$ cat config.mk
export PLATFORM = sky130hd
export DESIGN_NAME = spi_master
export DESIGN_NICKNAME = d
export VERILOG_FILES = /design/src/rtl/spi_pkg.sv /design/src/rtl/spi_clk_div.sv /design/src/rtl/spi_master.sv
export SDC_FILE = /design/constraint.sdc
export NUM_CORES = 1
export LEC_CHECK = 0
export CAP_MARGIN = 20
export CORE_ASPECT_RATIO = 2
export CORE_MARGIN = 3
export CORE_UTILIZATION = 61
export CTS_CLUSTER_DIAMETER = 150
export DETAILED_ROUTE_END_ITERATION = 8
export PLACE_DENSITY = 0.85
export SETUP_SLACK_MARGIN = 0.2
export SLEW_MARGIN = 25
export SYNTH_ARGS = -nofsm -noshare
export SYNTH_HDL_FRONTEND = slang
export SYNTH_SLANG_ARGS = --single-unit
$ cat constraint.sdc
create_clock -name clk -period 3.8 [get_ports clk]
set_input_delay 0.76 -clock clk [delete_from_list [all_inputs] [get_ports clk]]
set_output_delay 0.76 -clock clk [all_outputs]
set_load 0.01 [all_outputs]
$ cat src/rtl/spi_pkg.sv
// Shared types and default timing constants for the SPI mode-0 master and
// the slave-side benches.
package spi_pkg;

  localparam int unsigned SPI_BYTE_W           = 8;
  localparam int unsigned SPI_CNT_W            = 16;
  localparam int unsigned SPI_DEF_CLK_DIV      = 8;
  localparam int unsigned SPI_DEF_CS_SETUP_CYC = 8;
  localparam int unsigned SPI_DEF_CS_GAP_CYC   = 16;

  typedef enum logic [2:0] {
    IDLE      = 3'd0,
    SETUP     = 3'd1,
    BIT_HI    = 3'd2,
    BIT_LO    = 3'd3,
    WAIT_NEXT = 3'd4,
    HOLD      = 3'd5,
    GAP       = 3'd6
  } spi_master_state_t;

  // Larger of two elaboration-time values, used to fold parameter minimums.
  function automatic int unsigned spi_max(input int unsigned a, input int unsigned b);
    return (a > b) ? a : b;
  endfunction

endpackage

$ cat src/rtl/spi_clk_div.sv
// Reloadable phase timer: load N and done_o is high during the N-th cycle
// after the load, so the owner leaves the phase after exactly N cycles.
module spi_clk_div
  import spi_pkg::*;
#(
  parameter int unsigned CNT_W = SPI_CNT_W
) (
  input  logic             clk,
  input  logic             rst,
  input  logic             load_i,
  input  logic [CNT_W-1:0] load_val_i,
  output logic             done_o
);

  logic [CNT_W-1:0] cnt_q, cnt_d;
  logic             done_q;

  // Reload on request, otherwise count down and park at zero.
  always_comb begin
    cnt_d = cnt_q;
    if (load_i) begin
      cnt_d = load_val_i;
    end else if (cnt_q != '0) begin
      cnt_d = cnt_q - CNT_W'(1);
    end
  end

  // Counter register; done is registered from the next count so it tracks cnt_q == 1.
  always_ff @(posedge clk or posedge rst) begin
    if (rst) begin
      cnt_q  <= '0;
      done_q <= 1'b0;
    end else begin
      cnt_q  <= cnt_d;
      done_q <= (cnt_d == CNT_W'(1));
    end
  end

  assign done_o = done_q;

endmodule

$ cat src/rtl/spi_master.sv
// Byte-oriented SPI mode 0 master (CPOL=0, CPHA=0, MSB first).
// Optional feature: define SPI_MASTER_LOOPBACK_EN to sample the internal MOSI
// register instead of MISO (board self-test without a slave).
module spi_master
  import spi_pkg::*;
#(
  parameter int unsigned CLK_DIV      = SPI_DEF_CLK_DIV,
  parameter int unsigned CS_SETUP_CYC = SPI_DEF_CS_SETUP_CYC,
  parameter int unsigned CS_GAP_CYC   = SPI_DEF_CS_GAP_CYC
) (
  input  logic                  clk,
  input  logic                  rst,
  input  logic [SPI_BYTE_W-1:0] tx_data,
  input  logic                  tx_last,
  input  logic                  tx_valid,
  output logic                  tx_ready,
  output logic [SPI_BYTE_W-1:0] rx_data,
  output logic                  rx_valid,
  output logic                  busy,
  output logic                  SCK,
  output logic                  SSEL,
  output logic                  MOSI,
  input  logic                  MISO
);

  localparam int unsigned CNT_W     = SPI_CNT_W;
  localparam int unsigned SETUP_EFF = spi_max(spi_max(CS_SETUP_CYC, 1), CLK_DIV);
  localparam int unsigned GAP_EFF   = spi_max(CS_GAP_CYC, 1);

  localparam logic [CNT_W-1:0] HALF_LD  = CNT_W'(CLK_DIV);
  // The WAIT_NEXT cycle that accepts the byte counts as the first low cycle.
  localparam logic [CNT_W-1:0] NEXT_LD  = CNT_W'(CLK_DIV - 1);
  localparam logic [CNT_W-1:0] SETUP_LD = CNT_W'(SETUP_EFF);
  localparam logic [CNT_W-1:0] GAP_LD   = CNT_W'(GAP_EFF);

  spi_master_state_t state_q, state_d;

  logic [SPI_BYTE_W-1:0] tx_sh_q, rx_sh_q, rx_data_q;
  logic [2:0]            bit_cnt_q;
  logic                  last_q;
  logic                  sck_q, ssel_q, mosi_q, rx_valid_q, busy_q;

  logic             ready_c, accept_c, phase_done_c, load_c, rx_bit_c;
  logic [CNT_W-1:0] load_val_c;

  assign ready_c  = !rst && ((state_q == IDLE) || (state_q == WAIT_NEXT));
  assign accept_c = tx_valid && ready_c;

  // One timer serves setup, half-period, hold and gap phases.
  spi_clk_div #(.CNT_W(CNT_W)) u_clk_div (
    .clk        (clk),
    .rst        (rst),
    .load_i     (load_c),
    .load_val_i (load_val_c),
    .done_o     (phase_done_c)
  );

`ifdef SPI_MASTER_LOOPBACK_EN
  logic unused_miso;
  assign unused_miso = MISO;
  assign rx_bit_c    = mosi_q;
`else
  logic miso_meta_q, miso_sync_q;

  // Two-flop synchroniser for the asynchronous MISO pin.
  always_ff @(posedge clk or posedge rst) begin
    if (rst) begin
      miso_meta_q <= 1'b0;
      miso_sync_q <= 1'b0;
    end else begin
      miso_meta_q <= MISO;
      miso_sync_q <= miso_meta_q;
    end
  end

  assign rx_bit_c = miso_sync_q;
`endif

  // FSM state register.
  always_ff @(posedge clk or posedge rst) begin
    if (rst) begin
      state_q <= IDLE;
    end else begin
      state_q <= state_d;
    end
  end

  // Next state plus timer reload on every phase change.
  always_comb begin
    state_d    = state_q;
    load_c     = 1'b0;
    load_val_c = '0;
    case (state_q)
      IDLE:      if (accept_c)     state_d = SETUP;
      SETUP:     if (phase_done_c) state_d = BIT_HI;
      BIT_HI:    if (phase_done_c) state_d = BIT_LO;
      BIT_LO: begin
        if (phase_done_c) begin
          if (bit_cnt_q == 3'd7) begin
            state_d = last_q ? HOLD : WAIT_NEXT;
          end else begin
            state_d = BIT_HI;
          end
        end
      end
      WAIT_NEXT: if (accept_c)     state_d = SETUP;
      HOLD:      if (phase_done_c) state_d = GAP;
      GAP:       if (phase_done_c) state_d = IDLE;
      default:                     state_d = IDLE;
    endcase
    if (state_d != state_q) begin
      load_c = 1'b1;
      case (state_d)
        SETUP:               load_val_c = (state_q == IDLE) ? SETUP_LD : NEXT_LD;
        BIT_HI, BIT_LO, HOLD: load_val_c = HALF_LD;
        GAP:                 load_val_c = GAP_LD;
        default:             load_val_c = '0;
      endcase
    end
  end

  // Shifters, bit counter and pin registers, all driven from the upcoming state.
  always_ff @(posedge clk or posedge rst) begin
    if (rst) begin
      tx_sh_q    <= '0;
      rx_sh_q    <= '0;
      rx_data_q  <= '0;
      bit_cnt_q  <= '0;
      last_q     <= 1'b0;
      sck_q      <= 1'b0;
      ssel_q     <= 1'b1;
      mosi_q     <= 1'b0;
      rx_valid_q <= 1'b0;
      busy_q     <= 1'b0;
    end else begin
      rx_valid_q <= 1'b0;
      if (accept_c) begin
        tx_sh_q   <= tx_data;
        mosi_q    <= tx_data[SPI_BYTE_W-1];
        last_q    <= tx_last;
        bit_cnt_q <= '0;
      end
      if ((state_d == BIT_HI) && (state_q != BIT_HI)) begin
        rx_sh_q <= {rx_sh_q[SPI_BYTE_W-2:0], rx_bit_c};
      end
      if ((state_q == BIT_HI) && (state_d == BIT_LO)) begin
        tx_sh_q <= {tx_sh_q[SPI_BYTE_W-2:0], 1'b0};
        mosi_q  <= tx_sh_q[SPI_BYTE_W-2];
        if (bit_cnt_q == 3'd7) begin
          rx_valid_q <= 1'b1;
          rx_data_q  <= rx_sh_q;
        end
      end
      if ((state_q == BIT_LO) && (state_d == BIT_HI)) begin
        bit_cnt_q <= bit_cnt_q + 3'd1;
      end
      sck_q  <= (state_d == BIT_HI);
      ssel_q <= (state_d == IDLE) || (state_d == GAP);
      busy_q <= (state_d != IDLE);
    end
  end

  assign tx_ready = ready_c;
  assign rx_data  = rx_data_q;
  assign rx_valid = rx_valid_q;
  assign busy     = busy_q;
  assign SCK      = sck_q;
  assign SSEL     = ssel_q;
  assign MOSI     = mosi_q;

endmodule

==> metrics.md, run 1 <==
| Metric | Value |
|---|---|
| Top_reg_cell synth | `dfrtp_1` |
| Top Ports | `27` |
| CP endpoint kind | `flop` |
| Clock skew | `between 0.01 and 0.015 ns` |
| Power per cell area | `636 nW/um^2` |
| CTS Buf Count | `5` |
| Clk Tree Root Cell | `clkbuf_8` |
| DR vias | `approximately 2000` |
| Levels on crit path | `9` |
| Post-DP HPWL | `4050 um` |
| Clk Latency, worst-skew pair | `about 0.31 ns` |
| Unrepaired setup endpoints after global routing | `no` |
| Post-CTS Setup Bufs | `0` |
| Max_slew headroom | `just over 40%` |
| CTS tree | `built` |
| DRT iter0 DRCs | `40` |
| Starting Density | `between 60% and 70%` |
| CP max-delay cell | `clkdlybuf4s50_1` |
| Nets | `slightly below 300` |
| Row cnt | `33` |
| Layout cells sized above 1 | `between 15 and 20%` |
| Commonest cells after routing, fill and taps aside | `dfrtp_1, nand2_1, clkdlybuf4s50_1` |
| Post-synthesis instance area | `approximately 2700 um^2` |
| Final wirelength | `roughly 5500 um` |
| Global-route wire length before repair | `roughly 9000 um` |
| CP Max Fanout | `14` |
| Core Util, Final | `between 70% and 80%` |
| Final Hold Fails | `0` |
| Final period util | `about 73%` |
| Outcome | `finished clean` |
| DR vias/cell | `about 6` |
| Die area | `approximately 5200 um^2` |
| CTS Hold Bufs | `0` |
| EDFF count, synth | `0` |
| Post_cts resized | `0` |
| I/O Buffers | `26` |
| Hold WC Path Type | `flop to flop` |
| Slew @ Worst Pin | `0.870 ns` |
| RePlAce Congestion | `0.835` |
| FF/Latch Area | `about 1400 um^2` |
| Footprint of the multi-input gates | `around 1200 um^2` |
| Max VDD drop | `between 400 and 500 uV` |
| Fillers | `roughly 300` |
| Drt pass-1 iters | `4` |
| Minimum clock period | `~2.8 ns` |
| Mapped Cells | `252` |
| Max Root-Sink Buffers | `2` |
| Area contributors post-synth | `dfrtp_1, mux2_2, nand2_1` |
| Synth cell types | `48` |
| Worst path top cell family by delay | `buffers and inverters` |
| CTS clock-pin slew for the worst setup and hold paths | `0.10 ns` |
| Setup-failing EPs final | `0` |
| Seq/Total Area, Yosys | `between 50% and 60%` |
| Max-slew violations | `0` |
| Post-synthesis sequential element count | `54` |
| Max-cap check violation count | `0` |
| Crit-path cells | `clkdlybuf4s50_1 -> nand2b_1 -> or3_1 -> o211ai_1 -> buf_4 -> a211o_2 -> o31ai_4 -> nand4_1 -> nor4_2` |
| Crit path largest cell delay | `about 0.52 ns` |
| Largest net degree at the start of global routing | `56` |
| Die Wd | `52.6 um` |
| Kind of critical path | `input port to flop` |
| Vias in the first global route | `2121` |
| FMAX | `between 300 and 400 MHz` |
| Ys async rst share | `100%` |
| P_leak | `around 1.4 nW` |
| Buf/Inv on CP | `2` |
| ANT nets after route | `0` |
| Layout area overhead | `15.4%` |
| Gr ovfl total | `0` |
| Commonest non-fill, non-tap cell in the layout | `dfrtp_1` |
| R2R cell count | `9` |
| Mean Syn Cell Area | `10.5 um^2` |
| Syn_nets | `269` |
| Data required, critical path | `around 4.0 ns` |
| Data arrival, critical path | `3.00 ns` |
| Clock sink total | `54` |
| Core ar. | `4130 um^2` |
| GR Util All Layers | `between 20% and 30%` |
| Setup TNS | `0 ns` |
| Diode count | `0` |
| Avg WL per Cell | `16.5 um` |
| Die Span Y | `approximately 99 um` |
| DR DRC count | `0` |
| H-tree depth | `2` |
| Synth warnings | `0` |
| Leading area contributor after synthesis | `dfrtp_1` |
| Area share of the largest cell type after synthesis | `between 50% and 60%` |
| Initial antenna violation count | `0` |
| Worst Hold Path Cells | `0` |
| Crit path launch type | `input port` |
## cell usage after synthesis, drive strengths merged, types with 2 or more instances
master  count
xor2        2
buf         4
and2b       2
nor2b       3
a211oi      2
or3         4
inv         9
dfrtp      53
nor2       22
a22oi       8
nand2b      2
mux2       16
ha          4
xnor2       6
a31oi       3
mux2i       5
o31a        3
nand4       4
o21ai       8
and4b       2
a21oi       7
nand3       4
and2        4
nand2      38
a32oi       2
o31ai       2
a211o       2
nor3        7
clkbuf      7
nor4        6
## per-layer routing
layer | wire (um) | GRT usage, % | up-vias
li1 | - | - | 928
met1 | 1940 | 23.3 | 981
met2 | 3200 | 43.3 | 40
met3 | 100 | 3.00 | 18
met4 | 215 | 12.8 | 0
met5 | 0 | 0 | -
## registers in the layout (all words and copies together) (netlist names)
signal	count
u_clk_div.cnt_q	16
rx_data	8
rx_sh_q	8
tx_sh_q	7
bit_cnt_q	3
state_q	3
MOSI	1
SCK	1
SSEL	1
busy	1
last_q	1
miso_meta_q	1
miso_sync_q	1
rx_valid	1
u_clk_div.done_o	1
## report_power, final
group          leakage, nW  internal, mW  switching, mW  total, mW
clock network       0.0587         0.200          0.191      0.390
logic                0.635         0.312          0.379      0.691
registers            0.710         0.703          0.161      0.864
## per-stage QoR
step	power (mW)	instances	hold slack [ns]	cell area, um^2	worst slack [ns]
global placement	1.53	322	0.334	2940	0.811
CTS	1.95	330	0.371	3060	1.02
global route	2.07	330	0.388	3060	0.841
finish	1.95	330	0.370	3060	1.03
floorplan	1.36	252	0.331	2650	0.500
detailed placement	1.55	322	0.346	2940	0.693
## path summary, 6_finish.rpt
path	from	to	slack, ns
max	rst	u_clk_div.done_o	1.03
min	miso_meta_q	miso_sync_q	0.37
max reg2reg	bit_cnt_q[0]	rx_sh_q[2]	1.22
min reg2reg	miso_meta_q	miso_sync_q	0.37
max in group asynchronous	rst	tx_sh_q[3]	2.32
min in group asynchronous	rst	u_clk_div.done_o	1.03
## cell families (layout without fill, tap and decap cells)
logic type / count (synthesis) / after routing / synth area share [%]
AO/OA/AOI/OAI: 40 / 40 / 10.9
XOR/XNOR: 8 / 8 / 2.64
adder cells (fa/ha/maj): 4 / 4 / 1.89
buffers and inverters: 20 / 46 / 3.40
flip-flops: 54 / 54 / 51.0
multiplexers: 21 / 21 / 8.69
AND/OR/NAND/NOR: 105 / 105 / 21.5
## cell type report
type,count,area share (%)
Clock inverter,3,1.55
Sequential cell,54,44.2
Multi-Input combinational cell,178,39.5
Inverter,9,1.10
Clock buffer,5,2.25
Tap cell,52,2.13
Timing Repair Buffer,29,9.25
Power figures use the tool's default switching activity.
==> inputs of run 2 (changes only) <==
--- a/config.mk
+++ b/config.mk
@@ -8,10 +8,10 @@
 export CAP_MARGIN = 20
 export CORE_ASPECT_RATIO = 2
 export CORE_MARGIN = 3
-export CORE_UTILIZATION = 61
+export CORE_UTILIZATION = 51
 export CTS_CLUSTER_DIAMETER = 150
 export DETAILED_ROUTE_END_ITERATION = 8
-export PLACE_DENSITY = 0.85
+export PLACE_DENSITY = 0.76
 export SETUP_SLACK_MARGIN = 0.2
 export SLEW_MARGIN = 25
 export SYNTH_ARGS = -nofsm -noshare
==> constraint.sdc (replaced) <==
create_clock -name clk -period 2.45 [get_ports clk]
set_input_delay 0.49 -clock clk [delete_from_list [all_inputs] [get_ports clk]]
set_output_delay 0.49 -clock clk [all_outputs]
set_load 0.01 [all_outputs]
==> metrics.md, run 2 (synthesis results as in run 1) <==
| Metric | Value |
|---|---|
| Vias in the first global route | `2174 (+2.5%)` |
| Total power | `3.12 mW (+60%)` |
| Setup-failing EPs final | `0 (unchanged)` |
| CTS tree | `built` |
| Die Wd | `57.0 um (+8.3%)` |
| Outcome | `finished clean` |
| H-tree depth | `2 (unchanged)` |
| DRT iter0 DRCs | `60 (+50%)` |
| Data required, critical path | `2.67 ns (-1.35 ns)` |
| GR Util All Layers | `20.7% (-2.6 points)` |
| Diode count | `0 (unchanged)` |
| Max VDD drop | `672 uV (+45%)` |
| Layout cells sized above 1 | `26.6% (+11 points)` |
| Clock sink total | `54 (unchanged)` |
| Footprint of the multi-input gates | `1270 um^2 (+5.1%)` |
| Max-cap check violation count | `0 (unchanged)` |
| Core Util, Final | `66.7% (-7.3 points)` |
| Max_slew headroom | `55.7% (+14 points)` |
| CTS clock-pin slew for the worst setup and hold paths | `0.10 ns (about the same)` |
| Nets | `320 (+8.8%)` |
| DR vias/cell | `5.71 (-4.3%)` |
| Clk Latency, worst-skew pair | `0.31 ns (about the same)` |
| Crit path launch type | `flop` |
| Largest net degree at the start of global routing | `55 (-1.8%)` |
| CTS Hold Bufs | `0 (unchanged)` |
| Kind of critical path | `flop to flop` |
| Unrepaired setup endpoints after global routing | `yes` |
| Final Hold Fails | `0 (unchanged)` |
| Data arrival, critical path | `2.54 ns (-0.46 ns)` |
| DR vias | `2060 (+4.7%)` |
| Row cnt | `36 (+9.1%)` |
| Top reg by flops | `u_clk_div.cnt_q` |
| ANT nets after route | `0 (unchanged)` |
| Final period util | `between 90 and 100%` |
| Max FFs per register | `16 (unchanged)` |
| FF/Latch Area | `1350 um^2 (unchanged)` |
| FMAX | `between 400 and 500 MHz` |
| Minimum clock period | `~2.3 ns` |
| Finished Cell Area | `3310 um^2 (+8.1%)` |
| Die Span Y | `108 um (+8.8%)` |
| P_leak | `1.52 nW (+8.3%)` |
| Commonest non-fill, non-tap cell in the layout | `dfrtp_1` |
| CP endpoint kind | `flop` |
| Power per cell area | `943 nW/um^2 (+48%)` |
| RePlAce Congestion | `0.926 (+11%)` |
| Drt pass-1 iters | `4 (unchanged)` |
| Final wirelength | `5830 um (+6.9%)` |
| DR DRC count | `0 (unchanged)` |
| Commonest cells after routing, fill and taps aside | `dfrtp_1, nand2_1, buf_4` |
| Gr ovfl total | `0 (unchanged)` |
| Avg WL per Cell | `16.2 um (-2.3%)` |
| Dpl cell area | `3110 um^2 (+5.6%)` |
| Layout area overhead | `24.7%` |
| Clock skew | `0.0132 ns (-0.000337 ns)` |
| Fillers | `407 (+38%)` |
| Max Root-Sink Buffers | `2 (unchanged)` |
| Clk Tree Root Cell | `clkbuf_8` |
| Global-route wire length before repair | `9980 um (+9.5%)` |
| Max-slew violations | `0 (unchanged)` |
| Top Ports | `27 (unchanged)` |
| Slew @ Worst Pin | `0.665 ns (-0.205 ns)` |
| Starting Density | `53.5% (-11 points)` |
| Hold WC Path Type | `flop to flop` |
| I/O Buffers | `26 (unchanged)` |
| Post-DP HPWL | `4280 um (+5.5%)` |
| CP Max Fanout | `4 (-10)` |
| Core ar. | `4950 um^2 (+20%)` |
| Die area | `6150 um^2 (+18%)` |
| Initial antenna violation count | `0 (unchanged)` |
| Hold Slack | `0.366 ns (-0.00349 ns)` |
| CTS Buf Count | `5 (unchanged)` |
run 2: cell types whose count changed in the layout (fill, tap and decap cells not counted), sizes merged:
cell | previous run | this run
buf | 3 | 29
clkinv | 1 | 3
inv | 10 | 8
bufinv | 1 | 0
clkdlybuf4s50 | 26 | 25
clkinvlp | 0 | 1
dlygate4sd2 | 0 | 1
run 2: through the flow:
stage | instances | setup TNS (ns) | setup slack [ns]
after floorplan | 252 | -0.0439 | -0.00549
after global placement | 347 | -0.142 | -0.0190
after detailed placement | 347 | -0.343 | -0.0369
after CTS | 358 | 0 | 0.186
after global routing | 361 | 0 | 0.0504
final | 361 | 0 | 0.136
run 2: path summary, 6_finish.rpt:
| check | startpoint | to | slack, ns | cells past startpoint |
|---|---|---|---|---|
| max | u_clk_div.cnt_q[1] | u_clk_div.done_o | 0.14 | 8 |
| min | miso_meta_q | miso_sync_q | 0.37 | 0 |
| max reg2reg | u_clk_div.cnt_q[1] | u_clk_div.done_o | 0.14 | 8 |
| min reg2reg | miso_meta_q | miso_sync_q | 0.37 | 0 |
| max in group asynchronous | rst | tx_sh_q[6] | 1.06 | 5 |
| min in group asynchronous | rst | busy | 0.93 | 5 |
run 2: timing repair:
action / in CTS / in global routing
endpoints found under the hold margin: 0 / 0
resized for setup: 6 / 12
pin swaps: 4 / 5
buffers inserted: 3 / 3
endpoints found under the setup margin: 13 / 12
run 2: area by class of cell:
type / count / area share, %
clock buffer: 5 / 2.08
clock inverter: 3 / 0.795
inverter: 9 / 1.14
multi-input combinational: 178 / 38.4
sequential: 54 / 40.9
tap: 57 / 2.16
timing repair buffer: 55 / 14.5
run 2: report_power, final:
group          internal (mW)  switching (mW)
logic                  0.637           0.666
registers               1.09           0.217
clock network          0.207           0.299
total                   1.94            1.18
run 2: critical path: stages, from the launching register on:
cell,delay (ns)
dfrtp_1,0.39
buf_4,0.15
nor4_4,0.42
nand4_1,0.17
or4_4,0.46
mux2i_2,0.21
o211a_1,0.18
nand4_1,0.10
nor4_2,0.14
run 2: metal layers:
layer  routed length (um)  vias to the layer above  track usage [%]
li1                     -                      984                -
met4                  264                        0             12.6
met1                 2100                      997             22.5
met2                 3330                       57             36.9
met5                    0                        -                0
met3                  139                       22             2.87
